==> config.mk <==
export PLATFORM = sky130hd
export DESIGN_NAME = bkp_cfg_loader
export DESIGN_NICKNAME = d
export VERILOG_FILES = /design/src/rtl/bkp_cfg_pkg.sv /design/src/rtl/bkp_rule_table.sv /design/src/rtl/bkp_cfg_loader.sv
export SDC_FILE = /design/constraint.sdc
export NUM_CORES = 2
export LEC_CHECK = 0
export BUFFER_PORTS_ARGS = -buffer_cell sky130_fd_sc_hd__buf_2
export CAP_MARGIN = 20
export CORE_UTILIZATION = 55
export CTS_CLUSTER_SIZE = 16
export DETAILED_ROUTE_END_ITERATION = 6
export GPL_TIMING_DRIVEN = 0
export PLACE_DENSITY_LB_ADDON = 0.1
export SLEW_MARGIN = 0
export SYNTH_ARGS = -nofsm -noshare
export SYNTH_HDL_FRONTEND = slang
export SYNTH_SLANG_ARGS = --single-unit
==> constraint.sdc <==
create_clock -name clk -period 16.9 [get_ports clk]
set_input_delay 3.38 -clock clk [delete_from_list [all_inputs] [get_ports clk]]
set_output_delay 3.38 -clock clk [all_outputs]
set_load 0.02 [all_outputs]
==> src/rtl/bkp_cfg_pkg.sv <==
// Shared definitions for the BkpCfg loader: command word layout, status word layout,
// loader FSM states and the latched command record.
package bkp_cfg_pkg;

  localparam int unsigned WORD_W        = 32;

  localparam int unsigned IDX_COMMIT    = 31;
  localparam int unsigned IDX_CLEAR_ALL = 30;
  localparam int unsigned IDX_CLR_ERR   = 29;
  localparam int unsigned IDX_ENTRY_LSB = 8;
  localparam int unsigned IDX_WORD_LSB  = 0;
  localparam int unsigned IDX_FIELD_W   = 8;

  localparam int unsigned ST_BUSY       = 0;
  localparam int unsigned ST_OVERRUN    = 1;
  localparam int unsigned ST_BAD_IDX    = 2;
  localparam int unsigned ST_CLEARING   = 3;
  localparam int unsigned ST_CNT_LSB    = 8;
  localparam int unsigned ST_LAST_LSB   = 16;
  localparam int unsigned ST_MASK_LSB   = 24;

  typedef enum logic [1:0] {
    S_IDLE   = 2'd0,
    S_DECODE = 2'd1,
    S_CLEAR  = 2'd2
  } state_e;

  typedef struct packed {
    logic                   commit;
    logic                   clear_all;
    logic                   clr_err;
    logic [IDX_FIELD_W-1:0] entry;
    logic [IDX_FIELD_W-1:0] word;
  } cmd_t;

endpackage

==> src/rtl/bkp_rule_table.sv <==
// Rule table: data array (not reset), per-entry valid bits with set/clear ports,
// and a registered read port that returns pre-write contents on a same-cycle write.
module bkp_rule_table
  import bkp_cfg_pkg::*;
#(
  parameter int unsigned DEPTH  = 16,
  parameter int unsigned NWORDS = 4
) (
  input  logic                       clk,
  input  logic                       rst,
  input  logic                       we_i,
  input  logic [$clog2(DEPTH)-1:0]   waddr_i,
  input  logic [WORD_W*NWORDS-1:0]   wdata_i,
  input  logic                       clr_i,
  input  logic [$clog2(DEPTH)-1:0]   clr_idx_i,
  input  logic                       rd_en_i,
  input  logic [$clog2(DEPTH)-1:0]   raddr_i,
  output logic                       rd_valid_o,
  output logic                       rd_hit_o,
  output logic [WORD_W*NWORDS-1:0]   rd_data_o
);

  localparam int unsigned DW = WORD_W * NWORDS;

  logic [DW-1:0]    mem_q [DEPTH];
  logic [DEPTH-1:0] valid_q, valid_d;
  logic             rd_valid_q, rd_valid_d;
  logic             rd_hit_q, rd_hit_d;
  logic [DW-1:0]    rd_data_q, rd_data_d;

  // Reads sample the current arrays, so a write in the same cycle is not seen.
  always_comb begin
    valid_d = valid_q;
    if (clr_i) valid_d[clr_idx_i] = 1'b0;
    if (we_i)  valid_d[waddr_i]   = 1'b1;
    rd_valid_d = rd_en_i;
    rd_hit_d   = rd_en_i ? valid_q[raddr_i] : rd_hit_q;
    rd_data_d  = rd_en_i ? mem_q[raddr_i]   : rd_data_q;
  end

  always_ff @(posedge clk or posedge rst) begin
    if (rst) begin
      valid_q    <= '0;
      rd_valid_q <= 1'b0;
      rd_hit_q   <= 1'b0;
      rd_data_q  <= '0;
    end else begin
      valid_q    <= valid_d;
      rd_valid_q <= rd_valid_d;
      rd_hit_q   <= rd_hit_d;
      rd_data_q  <= rd_data_d;
    end
  end

  always_ff @(posedge clk) begin
    if (we_i) mem_q[waddr_i] <= wdata_i;
  end

  assign rd_valid_o = rd_valid_q;
  assign rd_hit_o   = rd_hit_q;
  assign rd_data_o  = rd_data_q;

endmodule

==> src/rtl/bkp_cfg_loader.sv <==
// BkpCfg command loader: stages words into a shadow entry, commits whole entries into
// the rule table, sweeps valid bits on CLEAR_ALL and reports a registered status word.
module bkp_cfg_loader
  import bkp_cfg_pkg::*;
#(
  parameter int unsigned DEPTH  = 16,
  parameter int unsigned NWORDS = 4
) (
  input  logic                       clk,
  input  logic                       rst,
  input  logic                       BkpCfg_Ready_i,
  input  logic [31:0]                BkpCfg_DataIndex_i,
  input  logic [31:0]                BkpCfg_DataValue_i,
  output logic [31:0]                BK_Status_o,
  input  logic                       lkp_valid_i,
  input  logic [$clog2(DEPTH)-1:0]   lkp_entry_i,
  output logic                       lkp_valid_o,
  output logic                       lkp_hit_o,
  output logic [32*NWORDS-1:0]       lkp_data_o
);

  localparam int unsigned EW = $clog2(DEPTH);
  localparam int unsigned DW = WORD_W * NWORDS;

  state_e            state_q, state_d;
  logic              rdy_prev_q;
  cmd_t              cmd_q, cmd_d;
  logic [31:0]       val_q, val_d;
  logic [DW-1:0]     shadow_q, shadow_d;
  logic [NWORDS-1:0] mask_q, mask_d;
  logic              overrun_q, overrun_d;
  logic              bad_idx_q, bad_idx_d;
  logic [7:0]        commit_cnt_q, commit_cnt_d;
  logic [7:0]        last_entry_q, last_entry_d;
  logic [EW-1:0]     clr_cnt_q, clr_cnt_d;
  logic [31:0]       status_q, status_d;
  logic              rdy_rise;
  logic              tbl_we, tbl_clr;
  logic              unused_idx_bits;

  // Reserved command bits carry no meaning.
  assign unused_idx_bits = ^BkpCfg_DataIndex_i[IDX_CLR_ERR-1:IDX_ENTRY_LSB+IDX_FIELD_W];

  always_comb begin
    state_d      = state_q;
    cmd_d        = cmd_q;
    val_d        = val_q;
    shadow_d     = shadow_q;
    mask_d       = mask_q;
    overrun_d    = overrun_q;
    bad_idx_d    = bad_idx_q;
    commit_cnt_d = commit_cnt_q;
    last_entry_d = last_entry_q;
    clr_cnt_d    = clr_cnt_q;
    tbl_we       = 1'b0;
    tbl_clr      = 1'b0;
    rdy_rise     = BkpCfg_Ready_i & ~rdy_prev_q;

    case (state_q)
      S_IDLE: begin
        if (rdy_rise) begin
          cmd_d.commit    = BkpCfg_DataIndex_i[IDX_COMMIT];
          cmd_d.clear_all = BkpCfg_DataIndex_i[IDX_CLEAR_ALL];
          cmd_d.clr_err   = BkpCfg_DataIndex_i[IDX_CLR_ERR];
          cmd_d.entry     = BkpCfg_DataIndex_i[IDX_ENTRY_LSB +: IDX_FIELD_W];
          cmd_d.word      = BkpCfg_DataIndex_i[IDX_WORD_LSB +: IDX_FIELD_W];
          val_d           = BkpCfg_DataValue_i;
          state_d         = S_DECODE;
        end
      end
      S_DECODE: begin
        state_d = S_IDLE;
        if (cmd_q.clear_all) begin
          state_d   = S_CLEAR;
          clr_cnt_d = '0;
        end else if (cmd_q.commit) begin
          if (9'(cmd_q.entry) >= 9'(DEPTH)) begin
            bad_idx_d = 1'b1;
          end else begin
            tbl_we       = 1'b1;
            mask_d       = '0;
            commit_cnt_d = commit_cnt_q + 8'd1;
            last_entry_d = cmd_q.entry;
          end
        end else if (cmd_q.clr_err) begin
          overrun_d = 1'b0;
          bad_idx_d = 1'b0;
        end else if (9'(cmd_q.word) >= 9'(NWORDS)) begin
          bad_idx_d = 1'b1;
        end else begin
          for (int unsigned w = 0; w < NWORDS; w++) begin
            if (cmd_q.word == 8'(w)) begin
              shadow_d[w*WORD_W +: WORD_W] = val_q;
              mask_d[w]                    = 1'b1;
            end
          end
        end
      end
      S_CLEAR: begin
        tbl_clr   = 1'b1;
        clr_cnt_d = clr_cnt_q + EW'(1);
        if (clr_cnt_q == EW'(DEPTH - 1)) state_d = S_IDLE;
      end
      default: state_d = S_IDLE;
    endcase

    // A strobe while a command is still in flight is lost; remember that it happened.
    if (rdy_rise && (state_q != S_IDLE)) overrun_d = 1'b1;

    // Built from next-state values so the status tracks the update cycle itself.
    status_d                           = '0;
    status_d[ST_BUSY]                  = (state_d != S_IDLE);
    status_d[ST_OVERRUN]               = overrun_d;
    status_d[ST_BAD_IDX]               = bad_idx_d;
    status_d[ST_CLEARING]              = (state_d == S_CLEAR);
    status_d[ST_CNT_LSB +: 8]          = commit_cnt_d;
    status_d[ST_LAST_LSB +: 8]         = last_entry_d;
    status_d[ST_MASK_LSB +: NWORDS]    = mask_d;
  end

  always_ff @(posedge clk or posedge rst) begin
    if (rst) begin
      state_q      <= S_IDLE;
      rdy_prev_q   <= 1'b0;
      cmd_q        <= '0;
      val_q        <= '0;
      shadow_q     <= '0;
      mask_q       <= '0;
      overrun_q    <= 1'b0;
      bad_idx_q    <= 1'b0;
      commit_cnt_q <= '0;
      last_entry_q <= '0;
      clr_cnt_q    <= '0;
      status_q     <= '0;
    end else begin
      state_q      <= state_d;
      rdy_prev_q   <= BkpCfg_Ready_i;
      cmd_q        <= cmd_d;
      val_q        <= val_d;
      shadow_q     <= shadow_d;
      mask_q       <= mask_d;
      overrun_q    <= overrun_d;
      bad_idx_q    <= bad_idx_d;
      commit_cnt_q <= commit_cnt_d;
      last_entry_q <= last_entry_d;
      clr_cnt_q    <= clr_cnt_d;
      status_q     <= status_d;
    end
  end

  assign BK_Status_o = status_q;

  bkp_rule_table #(
    .DEPTH  (DEPTH),
    .NWORDS (NWORDS)
  ) u_table (
    .clk        (clk),
    .rst        (rst),
    .we_i       (tbl_we),
    .waddr_i    (cmd_q.entry[EW-1:0]),
    .wdata_i    (shadow_q),
    .clr_i      (tbl_clr),
    .clr_idx_i  (clr_cnt_q),
    .rd_en_i    (lkp_valid_i),
    .raddr_i    (lkp_entry_i),
    .rd_valid_o (lkp_valid_o),
    .rd_hit_o   (lkp_hit_o),
    .rd_data_o  (lkp_data_o)
  );

endmodule

==> metrics.cfg <==
[cts]
numClockSinks=2404
clockRootBuffer=clkbuf_16
cts_resized=0
clk_pin_slew_worst_paths_ns=0.06
hold_buffers=0
clk_latency_ns=0.84
htree_levels=4
cts_made_buffers=232
cts_setup_buffers=0
cts_tree=yes
cts_buffer_depth=3

[drt]
drcViolationCount=0
drtIter0Drc=5458
drt-vias-per-instance=6.34
drt-total-wl_um=242000
wl_per_cell_um=32.9
drtAntennaViolNets=0
num_vias=46700
first_pass_iters=6

[setup_path]
crit_top_cell=buf_2
crit_path_start_kind=primary input
path_cells=buf_2 > buf_2 > buf_2 > buf_1 > mux4_2 > mux2i_1 > a21oi_1
cp.arrival_ns=6.42
cp_max_fo=11
crit_required_ns=17.58
slowest_delay_ns=0.86
crit_slowest_cell=buf_1
endpoint_kind=flip-flop
path_class=in2reg

[finish]
layout.cells.non_filler=7367
final_layout_size_suffix_gt1_frac=0.258
final_cell_area_mm2=0.104
area_delta_synth_final_pct=15.3
nets=5049

[power]
p_leak_nw=33.5
powerDensity_mw_per_mm2=122
vdd_ir_drop_max_mv=0.108

[logic_synthesis]
synth_area_mm2=0.0905
synth-edff-count=2048
synth_cell_types=47
yosysTopAreaCell=edfxtp_1
postSynth.asyncResetShare=0.148
netlist_top_cells_area=edfxtp_1 (68%), dfrtp_1 (9.8%), mux4_2 (8.1%)
yosys_warnings=0
synth_area_per_cell_um2=20.5
synth_top_area_share=0.679
yosysSeqAreaShare=0.778
synth_flop_cell=edfxtp_1
ys_ff_latch=2404
syn_inst=4413

[sta]
maxSlewViolCount=0
min_period_over_period=0.339
grt_setup_unrepaired=no
slew_headroom=0.217
hold_violations=0
finalCriticalPeriod_ns=5.74
fmax_mhz=174
setup_viol=0
worst_pin_slew_ns=1.17
fin_skew_ns=0.0268

[placed_design]
place_inst=6912
gp_congestion=0.778
portBuffers=210
post_dp_cell_area_mm2=0.0967
hpwlAfterDp_um=155000

[job]
cap_violations=0

[grt]
grt_overflow=0
grt_pass1_vias=46400
grt_usage=0.292
grt_max_degree=100
antenna_found_initial=16
grt_pass1_wl_um=342000

[floorplan]
die_w_um=408
core_area_mm2=0.163
num_rows=148
die_h_um=408
io-pin-count=234
die-area_mm2=0.166
initial_core_util=0.555

[status]
status=complete, no violations

[hold_path]
min_path_type=reg2reg

==> metrics by stage <==
step                setup slack (ns)  utilization  TNS (ns)  power (W)  hold slack, ns
global placement               -3.93        0.578  -1366.08    0.00766           0.460
finish                         11.16        0.640         0     0.0128           0.491
floorplan                       3.64            -         0    0.00719           0.443
global route                   11.19        0.640         0     0.0131           0.515
detailed placement             10.35        0.593         0    0.00769           0.475
CTS                            11.23        0.640         0     0.0128           0.489
==> final timing paths <==
kind / depth (start not counted) / end / slack [ns] / start
max: 7 / u_table.rd_data_o[80]$_DFFE_PP0P_ / 11.16 / lkp_entry_i[1]
min: 2 / u_table.valid_q[9]$_DFF_PP0_ / 0.49 / u_table.valid_q[9]$_DFF_PP0_
max reg2reg: 10 / u_table.mem_q[0][107]$_DFFE_PP_ / 12.69 / cmd_q[14]$_DFFE_PP0P_
min reg2reg: 2 / u_table.valid_q[9]$_DFF_PP0_ / 0.49 / u_table.valid_q[9]$_DFF_PP0_
max in group asynchronous: 4 / u_table.rd_data_o[82]$_DFFE_PP0P_ / 12.67 / rst
min in group asynchronous: 2 / val_q[14]$_DFFE_PP0P_ / 2.60 / rst
==> layout by cell type (no fill, tap or decap), drive strengths merged, types with 6 or more instances in the layout <==
cell type / netlist / routed
a211oi: 48 / 48
nor3: 13 / 13
buf: 151 / 469
a221oi: 34 / 34
mux2i: 451 / 451
dfrtp: 356 / 356
clkbuf: 116 / 462
nor2b: 53 / 53
bufinv: 0 / 20
o22ai: 225 / 225
o32ai: 85 / 85
a21oi: 44 / 44
nand2b: 8 / 8
conb: 1 / 8
clkinv: 0 / 66
o21ai: 30 / 30
edfxtp: 2048 / 2048
xnor2: 7 / 7
mux2: 192 / 192
mux4: 326 / 326
diode: 0 / 8
clkinvlp: 0 / 6
inv: 7 / 15
nor2: 130 / 130
nand2: 43 / 43
==> power breakdown <==
group	leakage (nW)	internal, W	switching, W
Sequential	20.4	0.00652	0.000347
Combinational	9.37	0.000272	0.000432
Clock	3.76	0.00301	0.00221
==> state kept, by name, summed over array words and instances, names as in the netlist <==
signal	count
u_table.rd_hit_o	1
val_q	32
clr_cnt_q	4
u_table.mem_q	2048
cmd_q	19
u_table.valid_q	16
commit_cnt_q	7
shadow_q	128
rdy_prev_q	1
BK_Status_o	7
u_table.rd_valid_o	1
last_entry_q	7
state_q	2
u_table.rd_data_o	128
mask_q	3
==> kinds of logic (layout without fill, tap and decap cells) <==
logic type               Yosys count  after routing  synth area share
flip-flops                      2404           2404             0.778
multiplexers                     969            969             0.156
AO/OA/AOI/OAI                    474            474            0.0359
AND/OR/NAND/NOR                  278            278            0.0149
buffers and inverters            274           1038            0.0140
XOR/XNOR                           8              8          0.000774
adder cells (fa/ha/maj)            5              5          0.000691
other                              1             16         0.0000414
==> Yosys cell counts (all sizes together), types with 3 or more instances <==
library cell / n
mux2: 192
o22ai: 225
and3: 5
a221oi: 34
edfxtp: 2048
nand2b: 8
clkbuf: 116
ha: 5
nand4: 5
nor2b: 53
a21o: 3
o21ai: 30
o32ai: 85
nor3: 13
nand3b: 3
xnor2: 7
nand2: 43
inv: 7
a21oi: 44
mux2i: 451
a41oi: 3
nor2: 130
dfrtp: 356
or2: 5
mux4: 326
buf: 151
a211oi: 48
==> layout make-up <==
class,count,area [µm²]
multi-input cells,1742,19000
fillers,11100,58700
clock buffers,346,6600
repair buffers,318,3260
clock inverters,100,1130
plain buffers,267,1250
diodes,8,20.0
flip-flops and latches,2404,70400
well taps,2175,2720
inverters,7,33.8
==> critical path, delay by kind of cell <==
family                 cells  cell delay [ns]
buffers and inverters      4             2.29
muxes                      2             0.61
AOI/OAI and AO/OA          1             0.10
==> layer usage <==
metal / global-route usage / vias to the layer above / share of wire
met5: 0 / - / 0.000054
met4: 0.0834 / 2 / 0.027
met3: 0.0469 / 387 / 0.075
met2: 0.476 / 2118 / 0.49
met1: 0.414 / 25000 / 0.41
li1: - / 19200 / -
Power figures use the tool's default switching activity.
